===== config.mk =====
export PLATFORM = sky130hd
export DESIGN_NAME = collision_frame_ctrl
export DESIGN_NICKNAME = d
export VERILOG_FILES = /design/src/rtl/collision_frame_ctrl.sv
export SDC_FILE = /design/constraint.sdc
export NUM_CORES = 1
export LEC_CHECK = 0
export ABC_AREA = 1
export BUFFER_PORTS_ARGS = -buffer_cell sky130_fd_sc_hd__buf_2
export CORE_MARGIN = 2
export CORE_UTILIZATION = 49
export DETAILED_ROUTE_END_ITERATION = 7
export PLACE_DENSITY = 0.76
export SLEW_MARGIN = 20
export SYNTH_ARGS = -nofsm -noshare
export SYNTH_HDL_FRONTEND = slang
export SYNTH_SLANG_ARGS = --single-unit

===== constraint.sdc =====
create_clock -name clk -period 1.9 [get_ports clk]
set_input_delay 0.38 -clock clk [delete_from_list [all_inputs] [get_ports clk]]
set_output_delay 0.38 -clock clk [all_outputs]
set_load 0.05 [all_outputs]

===== src/rtl/collision_frame_ctrl.sv =====
// Frame-coherent collision scheduler: accumulates pixel collision strobes over a frame and
// issues a rate-divided motion-update packet to the ball block over a valid/ready handshake.
module collision_frame_ctrl #(
  parameter int unsigned FRAME_END_LINE = 480,
  parameter int unsigned OVR_W          = 8
) (
  input  logic             clk,
  input  logic             rst,
  input  logic [9:0]       h_cnt,
  input  logic [9:0]       v_cnt,
  input  logic             col_x1,
  input  logic             col_x2,
  input  logic             col_y1,
  input  logic             col_y2,
  input  logic             enable,
  input  logic [1:0]       speed,
  input  logic             upd_ready,
  output logic             upd_valid,
  output logic [1:0]       bounce_x,
  output logic [1:0]       bounce_y,
  output logic             frame_tick,
  output logic [OVR_W-1:0] overrun_cnt
);

  typedef enum logic [0:0] {StAccum, StIssue} state_e;

  state_e           state_q, state_d;
  logic             cond, cond_q;
  logic [3:0]       sticky_q, sticky_d;  // {x1, x2, y1, y2}
  logic [3:0]       pkt_q, pkt_d;
  logic [1:0]       div_q, div_d;
  logic [OVR_W-1:0] ovr_q, ovr_d;
  logic [3:0]       col_v;
  logic [3:0]       flags;
  logic             tick_en;
  logic             issue;

  assign cond       = (v_cnt == 10'(FRAME_END_LINE)) && (h_cnt == 10'd0);
  assign frame_tick = cond & ~cond_q;

  assign col_v   = {col_x1, col_x2, col_y1, col_y2} & {4{enable}};
  // Same-clk strobes belong to the frame that is closing.
  assign flags   = sticky_q | col_v;
  assign tick_en = frame_tick & enable;
  // ">=" so a speed reduction below the current count issues on the next tick.
  assign issue   = tick_en & (div_q >= speed);

  always_comb begin
    sticky_d = flags;
    if (frame_tick || !enable) begin
      sticky_d = 4'b0000;
    end

    div_d = div_q;
    if (tick_en) begin
      div_d = issue ? 2'd0 : div_q + 2'd1;
    end
  end

  always_comb begin
    state_d = state_q;
    pkt_d   = pkt_q;
    ovr_d   = ovr_q;
    unique case (state_q)
      StAccum: begin
        if (issue) begin
          pkt_d   = flags;
          state_d = StIssue;
        end
      end
      StIssue: begin
        if (issue && upd_ready) begin
          pkt_d = flags;
        end else if (issue) begin
          pkt_d = pkt_q | flags;
          if (ovr_q != {OVR_W{1'b1}}) begin
            ovr_d = ovr_q + 1'b1;
          end
        end else if (upd_ready) begin
          state_d = StAccum;
        end
      end
      default: state_d = StAccum;
    endcase
  end

  always_ff @(posedge clk or negedge rst) begin
    if (!rst) begin
      state_q  <= StAccum;
      cond_q   <= 1'b0;
      sticky_q <= 4'b0000;
      pkt_q    <= 4'b0000;
      div_q    <= 2'd0;
      ovr_q    <= '0;
    end else begin
      state_q  <= state_d;
      cond_q   <= cond;
      sticky_q <= sticky_d;
      pkt_q    <= pkt_d;
      div_q    <= div_d;
      ovr_q    <= ovr_d;
    end
  end

  assign upd_valid   = (state_q == StIssue);
  assign bounce_x    = {pkt_q[3] & ~pkt_q[2], pkt_q[2] & ~pkt_q[3]};
  assign bounce_y    = {pkt_q[1] & ~pkt_q[0], pkt_q[0] & ~pkt_q[1]};
  assign overrun_cnt = ovr_q;

endmodule


==> results.yml, run 1 <==
pwr:
  vdd_drop_max_mv: 0.432
  leakagePower_uw: 0.000923
  power_per_cell_area_nw_per_um2: 551
logic_synthesis:
  yosys.area_share.simple_pct: 37.3
  async_flop_share_pct: 100
  yosysMostFrequentCell: "inv_1"
  ys_seq_area_share_pct: 39.7
  yosys.area_share.xor_xnor_pct: 0.695
  ys_ff_latch: 20
  syn_inst: 163
  syn_avg_cell_area_um2: 7.73
  synth_top_family_by_area: "simple AND/OR/NAND/NOR gates"
  synth_edf_count: 0
  synth_compound_area_share_pct: 5.26
  synth.net_count: 196
  synth-main-ff-cell: "dfrtp_1"
  synth.distinct_cells: 22
  yosys_warnings: 0
  synth_commonest_cells: "37 x inv_1, 26 x nand2_1, 23 x nor2_1"
  yosysTopAreaCell: "dfrtp_1"
  synth_fa_ha_area_share_pct: 2.98
  yosys-top-cells-area: "dfrtp_1 40%, inv_1 11%, nand2_1 7.7%"
  yosys.area.top_type_share_pct: 39.7
  synthMuxAreaShare_pct: 0
  synth_area_um2: 1260
final_layout:
  post_layout_nonfiller_instances: 239
  n_antenna_cell: 0
  fill_cells: 227
  syn_to_final_growth_pct: 23.5
  layout-drive-gt1-share_pct: 34.4
  nNetsFinal: 243
  postLayoutCellArea_um2: 1560
timing:
  setup_viol: 0
  finalCritPeriodShare_pct: 90.4
  fmax_mhz: 582
  grt_setup_unrepaired: "false"
  fin_crit_ps: 1720
  drv_slew: 0
  worst_pin_slew_ps: 441
  finalHoldViolations: 0
  fin_worst_skew_ps: 7.35
  relSlewSlack_pct: 70.6
  setup_tns_ps: 0
global_route:
  grt_pass1_wl_um: 3960
  grt_overflow: 0
  antenna_found_initial: 0
  grt_max_degree: 21
  grt_pass1_vias: 1023
  grt_usage_pct: 18.4
place:
  place.port_buffers: 43
  dp_cells: 235
  dpl_cell_area_um2: 1500
  place_hpwl_um: 2010
  gp_congestion: 0.774
worst_setup_path:
  cp_data_arrival_time_ps: 1930
  cp_slowest_cell: "dfrtp_1"
  critPathBufInv: 4
  cp_max_fo: 8
  crit_required_ps: 2110
  critPathCaptureType: "flip-flop"
  path_cells: "inv_1 -> ha_1 -> nor2_1 -> inv_1 -> a21oi_2 -> inv_2 -> nand2_4 -> nor2_1 -> a21oi_1 -> inv_1"
  worstSetupPathType: "flip-flop to flip-flop"
  critPathMaxStageDelay_ps: 390
  start_kind: "flip-flop"
  cpMostUsedCell: "inv_1"
  cpLargestDelayFamily: "flip-flops"
clocking:
  cts_tree: "done"
  cts_made_buffers: 3
  clock_latency_ps: 300
  clk_pin_slew_ps: 120
  cts-root-buf: "clkbuf_4"
  cts.sinks: 20
  cts-resized-gates: 0
  cts_max_level: 1
  clockBufferDepth: 2
  cts_setup_buffers: 0
  hold_buffers: 0
die:
  start_util_pct: 51.3
  core_um2: 2450
  rows: 18
  fp.dieW_um: 54.7
  die_h_um: 54.7
  die_area_um2: 2990
  pin_count: 44
routing:
  wl_um: 2460
  drt_iter0_drc: 28
  vias_per_cell: 4.83
  wl_per_cell_um: 10.3
  drc: 0
  vias: 1154
  antenna_left: 0
  firstDrtPassIters: 4
hold_path:
  worstHoldPathType: "input port to async pin"
status:
  status: "finished, final reports clean"
job:
  cap_violations: 0
==> power breakdown <==
| part | internal, uW | switching (uW) |
|---|---|---|
| Sequential | 431 | 1.36 |
| Combinational | 33.3 | 45.0 |
| Clock | 213 | 134 |
==> final cells by class <==
type | instances | area, um^2 | share of cell area (%)
sequential | 20 | 503 | 32.3
clock inverter | 1 | 30.0 | 1.93
multi-input combinational | 98 | 583 | 37.5
tap | 30 | 37.5 | 2.41
clock buffer | 3 | 22.5 | 1.45
inverter | 44 | 165 | 10.6
timing repair buffer | 43 | 215 | 13.8
==> routing by layer <==
metal  GRT usage, %  share of wire (%)  vias up
met3           3.55                5.8        4
met1           20.0                 42      525
met4           10.4                1.1        0
met2           32.9                 51       38
li1               -                  -      587
met5              0                  0        -
==> stage by stage <==
stage          util, %  worst slack [ps]  power (uW)  hold WS, ps
2_1_floorplan        -               149         474         84.4
4_1_cts           63.4               164         869         7.44
6_report          63.4               182         857        0.767
3_5_place_dp      61.3               107         521          352
5_1_grt           63.4              4.99         890         24.4
3_3_place_gp      61.3               149         517          348
==> path summary, 6_finish.rpt <==
kind	start	endpoint	slack (ps)	cells after the start
setup reg to reg	div_q[0]	pkt_q[3]	180	10
min in group clk	col_x1	sticky_q[3]	360	3
max in group asynchronous	rst	overrun_cnt[1]	1570	1
hold / removal	rst	pkt_q[3]	0.8	1
hold reg to reg	div_q[1]	div_q[1]	490	1
setup / recovery	div_q[0]	pkt_q[3]	180	10
==> state kept, by name, summed over array words and instances (netlist names) <==
signal and cells:
upd_valid 1, div_q 2, pkt_q 4, overrun_cnt 8, sticky_q 4, cond_q 1
==> worst register-to-register path, delay by kind of cell, from the launching register on <==
family,cells,cell delay (ps)
flip-flops,1,390
AO/OA/AOI/OAI,2,390
buffers and inverters,4,320
AND/OR/NAND/NOR,3,290
adder cells (fa/ha/maj),1,230
==> placed cells by master (no fill, tap or decap), drive strengths merged <==
master / count
dfrtp: 20
nand2: 31
a21oi: 10
o21bai: 1
nor3: 2
ha: 3
nor2: 30
o21ai: 1
nand4: 11
bufinv: 1
nand3: 8
inv: 44
clkbuf: 3
buf: 43
xnor2: 1
==> cell families (layout without fill, tap and decap cells) <==
group	after synthesis	in the layout
adders and majority gates	3	3
AOI/OAI and AO/OA	12	12
DFF	20	20
xor gates and xnor gates	1	1
buffers and inverters	45	91
and+or+nand+nor	82	82
No activity file was read; power rests on OpenSTA's default activity.
==> run 2: changes to the inputs <==
--- a/config.mk
+++ b/config.mk
@@ -6,11 +6,11 @@
 export NUM_CORES = 1
 export LEC_CHECK = 0
 export ABC_AREA = 1
-export BUFFER_PORTS_ARGS = -buffer_cell sky130_fd_sc_hd__buf_2
 export CORE_MARGIN = 2
-export CORE_UTILIZATION = 49
+export CORE_UTILIZATION = 61
 export DETAILED_ROUTE_END_ITERATION = 7
-export PLACE_DENSITY = 0.76
+export DONT_BUFFER_PORTS = 1
+export PLACE_DENSITY = 0.74
 export SLEW_MARGIN = 20
 export SYNTH_ARGS = -nofsm -noshare
 export SYNTH_HDL_FRONTEND = slang
==> run 2 against run 1 <==
Count of clock-buffer cells in the layout unchanged. Register-to-register slack better by 98 ps. Largest power group unchanged. Largest cell class unchanged. Via count down 7.0%. Clock power about the same. Critical path type is now flip-flop to output port. Critical path depth down 7. Hold slack better by 260 ps.
==> results.yml, run 2 (synthesis gave the netlist of run 1 again) <==
worst_setup_path:
  cp_max_fo: 3
  ff2ff_setup_slack_ps: 280
  worstSetupPathType: "flip-flop to output port"
  cp_data_arrival_time_ps: 1300
  critPathCaptureType: "output port"
  crit_required_ps: 1520
  start_kind: "flip-flop"
global_route:
  grt_pass1_wl_um: 4380
  antenna_found_initial: 0
  grt_overflow: 0
  grt_max_degree: 21
  grt_pass1_vias: 1092
  grt_usage_pct: 22.5
clocking:
  cts_tree: "done"
  cts-resized-gates: 0
  clk_pin_slew_ps: 120
  clock_latency_ps: 310
  cts-root-buf: "clkbuf_4"
  clockBufferDepth: 2
  cts.sinks: 20
  cts_setup_buffers: 0
  hold_buffers: 1
  cts_max_level: 1
  cts_made_buffers: 3
die:
  fp.dieW_um: 49.4
  pin_count: 44
  die_h_um: 49.4
  rows: 16
  start_util_pct: 64.2
  core_um2: 1960
  die_area_um2: 2440
job:
  cap_violations: 0
final_layout:
  largest_reg_flops: 8
  postLayoutCellArea_um2: 1450
  nNetsFinal: 215
  regArea_um2: 503
  post_layout_nonfiller_instances: 208
  layout-drive-gt1-share_pct: 23.8
  syn_to_final_growth_pct: 15.3
  n_antenna_cell: 0
  layout_common_cells: "37 x inv_1, 26 x nand2_1, 23 x nor2_1"
  fill_cells: 170
  multi_input_area_um2: 583
  mostFrequentLayoutCell: "inv_1"
routing:
  vias_per_cell: 5.16
  vias: 1073
  antenna_left: 0
  wl_per_cell_um: 11.6
  drc: 0
  firstDrtPassIters: 4
  wl_um: 2410
  drt_iter0_drc: 11
place:
  place_hpwl_um: 1900
  place.port_buffers: 0
  dp_cells: 203
  gp_congestion: 0.814
  dpl_cell_area_um2: 1390
timing:
  drv_slew: 0
  worst_pin_slew_ps: 897
  fmax_mhz: 594
  finalHoldViolations: 0
  fin_worst_skew_ps: 3.86
  relSlewSlack_pct: 40.0
  setup_viol: 0
  setup_tns_ps: 0
  finalCritPeriodShare_pct: 88.6
  fin_crit_ps: 1680
  grt_setup_unrepaired: "false"
pwr:
  vdd_drop_max_mv: 0.677
  power_per_cell_area_nw_per_um2: 573
  leakagePower_uw: 0.000818
status:
  status: "finished, final reports clean"
hold_path:
  worstHoldPathType: "input port to flip-flop"
-- run 2: critical path, cell delays in order, from the launching register on --
cell,delay [ps]
dfrtp_1,390
inv_2,100
nand4_4,150
inv_1,360
-- run 2: cell type report --
| class | count | area share [%] |
|---|---|---|
| Clock buffer | 3 | 1.55 |
| Clock inverter | 1 | 2.07 |
| Inverter | 44 | 11.4 |
| Multi-Input combinational cell | 98 | 40.1 |
| Sequential cell | 20 | 34.6 |
| Tap cell | 27 | 2.33 |
| Timing Repair Buffer | 15 | 7.92 |
-- run 2: metrics by stage --
step           setup slack, ps  util, %  total power [uW]  hold slack [ps]
2_1_floorplan              149        -               474             84.4
3_3_place_gp               290     70.9               479             85.0
3_5_place_dp               264     70.9               482             85.1
4_1_cts                    203     74.0               841              254
5_1_grt                    107     74.0               866              244
6_report                   217     74.0               832              257
-- run 2: per-layer routing --
metal  wire [um]  vias up  track usage [%]  share of wire, %
met5           0        -                0                 0
met4           0        0             2.78                 0
met3         146        0             5.21               6.1
met2        1240       40             42.6                52
met1        1020      501             26.5                42
li1            -      532                -                 -
-- run 2: path summary, 6_finish.rpt --
kind / cells past startpoint / endpoint / from
min in group asynchronous: 1 / sticky_q[0] / rst
hold reg to reg: 1 / div_q[1] / div_q[1]
setup / recovery: 3 / frame_tick / cond_q
max in group asynchronous: 1 / overrun_cnt[0] / rst
setup reg to reg: 10 / overrun_cnt[6] / overrun_cnt[0]
hold / removal: 2 / sticky_q[1] / enable
-- run 2: report_power, final --
group / switching, uW / internal (uW)
Clock: 137 / 213
Sequential: 1.18 / 431
Combinational: 33.6 / 16.3
Total: 172 / 661
==> run 3: changes to the inputs <==
--- a/config.mk
+++ b/config.mk
@@ -5,12 +5,12 @@
 export SDC_FILE = /design/constraint.sdc
 export NUM_CORES = 1
 export LEC_CHECK = 0
-export ABC_AREA = 1
 export CORE_MARGIN = 2
-export CORE_UTILIZATION = 61
+export CORE_UTILIZATION = 60
+export CTS_CLUSTER_SIZE = 25
 export DETAILED_ROUTE_END_ITERATION = 7
 export DONT_BUFFER_PORTS = 1
-export PLACE_DENSITY = 0.74
+export PLACE_DENSITY = 0.73
 export SLEW_MARGIN = 20
 export SYNTH_ARGS = -nofsm -noshare
 export SYNTH_HDL_FRONTEND = slang
==> run 3 against run 2 <==
The run now ends with negative setup slack left. Synthesized cell count is 37% lower. Non-clock buffer count is 12 higher. Area after synthesis is 15% lower. Utilization is 10 points higher. Cell count is 25% lower. Via count is 17% lower. Design area is 0.95% lower. Worst setup slack worse by 380 ps. Global-route usage is 1.9 points higher. Clock skew is 5.0 ps higher. Largest cell class unchanged.
==> results.yml, run 3 <==
routing:
  vias_per_cell: 5.69
  wl_per_cell_um: 14.8
  antenna_left: 0
  drc: 0
  firstDrtPassIters: 4
  vias: 894
  wl_um: 2320
  drt_iter0_drc: 16
clocking:
  clock_latency_ps: 310
  clockBufferDepth: 2
  cts_made_buffers: 3
  cts_max_level: 1
  cts.sinks: 20
  clk_pin_slew_ps: 130
  cts_tree: "done"
  cts-root-buf: "clkbuf_4"
logic_synthesis:
  yosysTopAreaCell: "dfrtp_1"
  synth_top_family_by_area: "simple AND/OR/NAND/NOR gates"
  yosys.area.top_type_share_pct: 46.9
  synthMuxAreaShare_pct: 3.99
  synth.net_count: 136
  synth_area_um2: 1070
  synth_edf_count: 0
  synth_fa_ha_area_share_pct: 3.52
  yosys_warnings: 0
  synth_compound_area_share_pct: 6.80
  syn_avg_cell_area_um2: 10.4
  yosys.area_share.xor_xnor_pct: 4.10
  yosys-top-cells-area: "dfrtp_1 47%, nor4b_2 5.6%, nor2_1 4.6%"
  yosys.area_share.simple_pct: 31.4
  async_flop_share_pct: 100
  synth.distinct_cells: 28
  syn_inst: 103
  yosysMostFrequentCell: "dfrtp_1"
  ys_ff_latch: 20
  synth_commonest_cells: "20 x dfrtp_1, 13 x nor2_1, 7 x nand2_1"
  synth-main-ff-cell: "dfrtp_1"
  ys_seq_area_share_pct: 46.9
pwr:
  power_per_cell_area_nw_per_um2: 617
  vdd_drop_max_mv: 0.419
  leakagePower_uw: 0.000662
timing:
  finalHoldViolations: 0
  finalCritPeriodShare_pct: 109
  worst_pin_slew_ps: 881
  fin_crit_ps: 2060
  setup_viol: 6
  finalWorstSetupSlack_ps: -162
  fmax_mhz: 485
  drv_slew: 0
  relSlewSlack_pct: 41.0
  grt_setup_unrepaired: "true"
  fin_worst_skew_ps: 8.88
  setup_tns_ps: -535
die:
  pin_count: 44
  fp.dieW_um: 46.2
  die_h_um: 46.2
  die_area_um2: 2130
  rows: 15
  core_um2: 1710
  start_util_pct: 62.5
status:
  failed_checks: "negative setup slack"
  status: "finished, violations left"
worst_setup_path:
  cp_data_arrival_time_ps: 2270
  reg2reg_from: "div_q[0]"
  worstSetupPathType: "flip-flop to flip-flop"
  critPathCaptureType: "flip-flop"
  start_kind: "flip-flop"
  crit_required_ps: 2110
  crit_start: "div_q[0]"
  cp_max_fo: 5
hold_path:
  worstHoldPathType: "input port to flip-flop"
  min_from: "col_x2"
final_layout:
  layout_common_cells: "24 x buf_4, 20 x dfrtp_1, 12 x nor2_1"
  utilization_pct: 84.2
  fill_cells: 97
  nNetsFinal: 166
  syn_to_final_growth_pct: 34.8
  largest_reg_flops: 8
  layout-drive-gt1-share_pct: 37.9
  n_antenna_cell: 0
  mostFrequentLayoutCell: "buf_4"
global_route:
  grt_pass1_wl_um: 3680
  grt_max_degree: 21
  grt_pass1_vias: 908
  grt_usage_pct: 24.4
  grt_overflow: 0
  antenna_found_initial: 0
place:
  place_hpwl_um: 1590
  place.port_buffers: 0
  place_ws_ps: -142
  gp_congestion: 0.801
job:
  cap_violations: 0
==> run 3: cell types whose count changed in the layout (fill, tap and decap cells not counted), moves of 5 or more <==
cell     previous run  this run
inv_1              37         1
buf_4              14        24
xor2_1              0         5
nand4_1             9         2
nor2_1             23        12
a21oi_1             9         4
inv_2               7         1
nand2_1            26         7
nor2b_1             0         5
o21ai_1             1         6
==> run 3: path summary, 6_finish.rpt <==
path / endpoint / slack [ps] / cells after the start
setup / recovery: overrun_cnt[1] / -160 / 7
hold / removal: sticky_q[2] / 190 / 2
setup reg to reg: overrun_cnt[1] / -160 / 7
hold reg to reg: sticky_q[3] / 510 / 2
max in group asynchronous: overrun_cnt[0] / 740 / 1
min in group asynchronous: pkt_q[3] / 620 / 1
==> run 3: area by class of cell <==
cell class	count	area (um^2)	area share [%]
clock buffers	3	22.5	1.57
clock inverters	1	30.0	2.09
inverters	2	7.51	0.522
multi-input cells	79	641	44.5
flip-flops and latches	20	500	34.8
well taps	25	31.3	2.17
repair buffers	27	206	14.3
==> run 3: power by group <==
group | switching (uW) | internal (uW) | leakage (uW)
combinational | 38.9 | 44.1 | 0.000370
sequential | 6.57 | 438 | 0.000264
clock | 148 | 213 | 0.0000279
==> run 3: worst max-delay path, stage by stage, from the launching register on <==
cell and delay, ps:
dfrtp_1 380, inv_2 60, ha_4 250, or3b_1 100, o211ai_2 110, or4_4 510
nor3_4 230, mux2_4 320
==> run 3: routing by layer <==
| metal | track usage, % | share of wire (%) | routed length (um) | up-vias |
|---|---|---|---|---|
| met5 | 0 | 0 | 0 | - |
| met4 | 12.0 | 0.60 | 14 | 0 |
| met3 | 5.49 | 6.1 | 141 | 2 |
| li1 | - | - | - | 426 |
| met2 | 41.4 | 53 | 1220 | 30 |
| met1 | 28.7 | 40 | 938 | 436 |
==> run 3: metrics by stage <==
stage	power, uW	hold slack [ps]	instance area (um^2)	std cells
after floorplan	498	84.4	1120	103
after global placement	523	84.8	1290	147
after detailed placement	525	84.8	1290	147
after CTS	888	186	1410	155
after global routing	913	196	1440	157
final	888	187	1440	157
==> run 3: kinds of logic after synthesis <==
family | after synthesis
xor gates and xnor gates | 5
buffers and inverters | 5
AOI/OAI and AO/OA | 13
muxes | 4
adders and majority gates | 3
and+or+nand+nor | 53
DFF | 20
==> run 3: timing repair <==
action / 4_1_cts / 5_1_grt
hold buffers: 1 / 0
pin swaps: 1 / 2
cloned: 1 / 1
hold endpoints to repair: 20 / 0
buffers inserted: 2 / 1
resized for setup: 7 / 6
setup endpoints to repair: 11 / 12
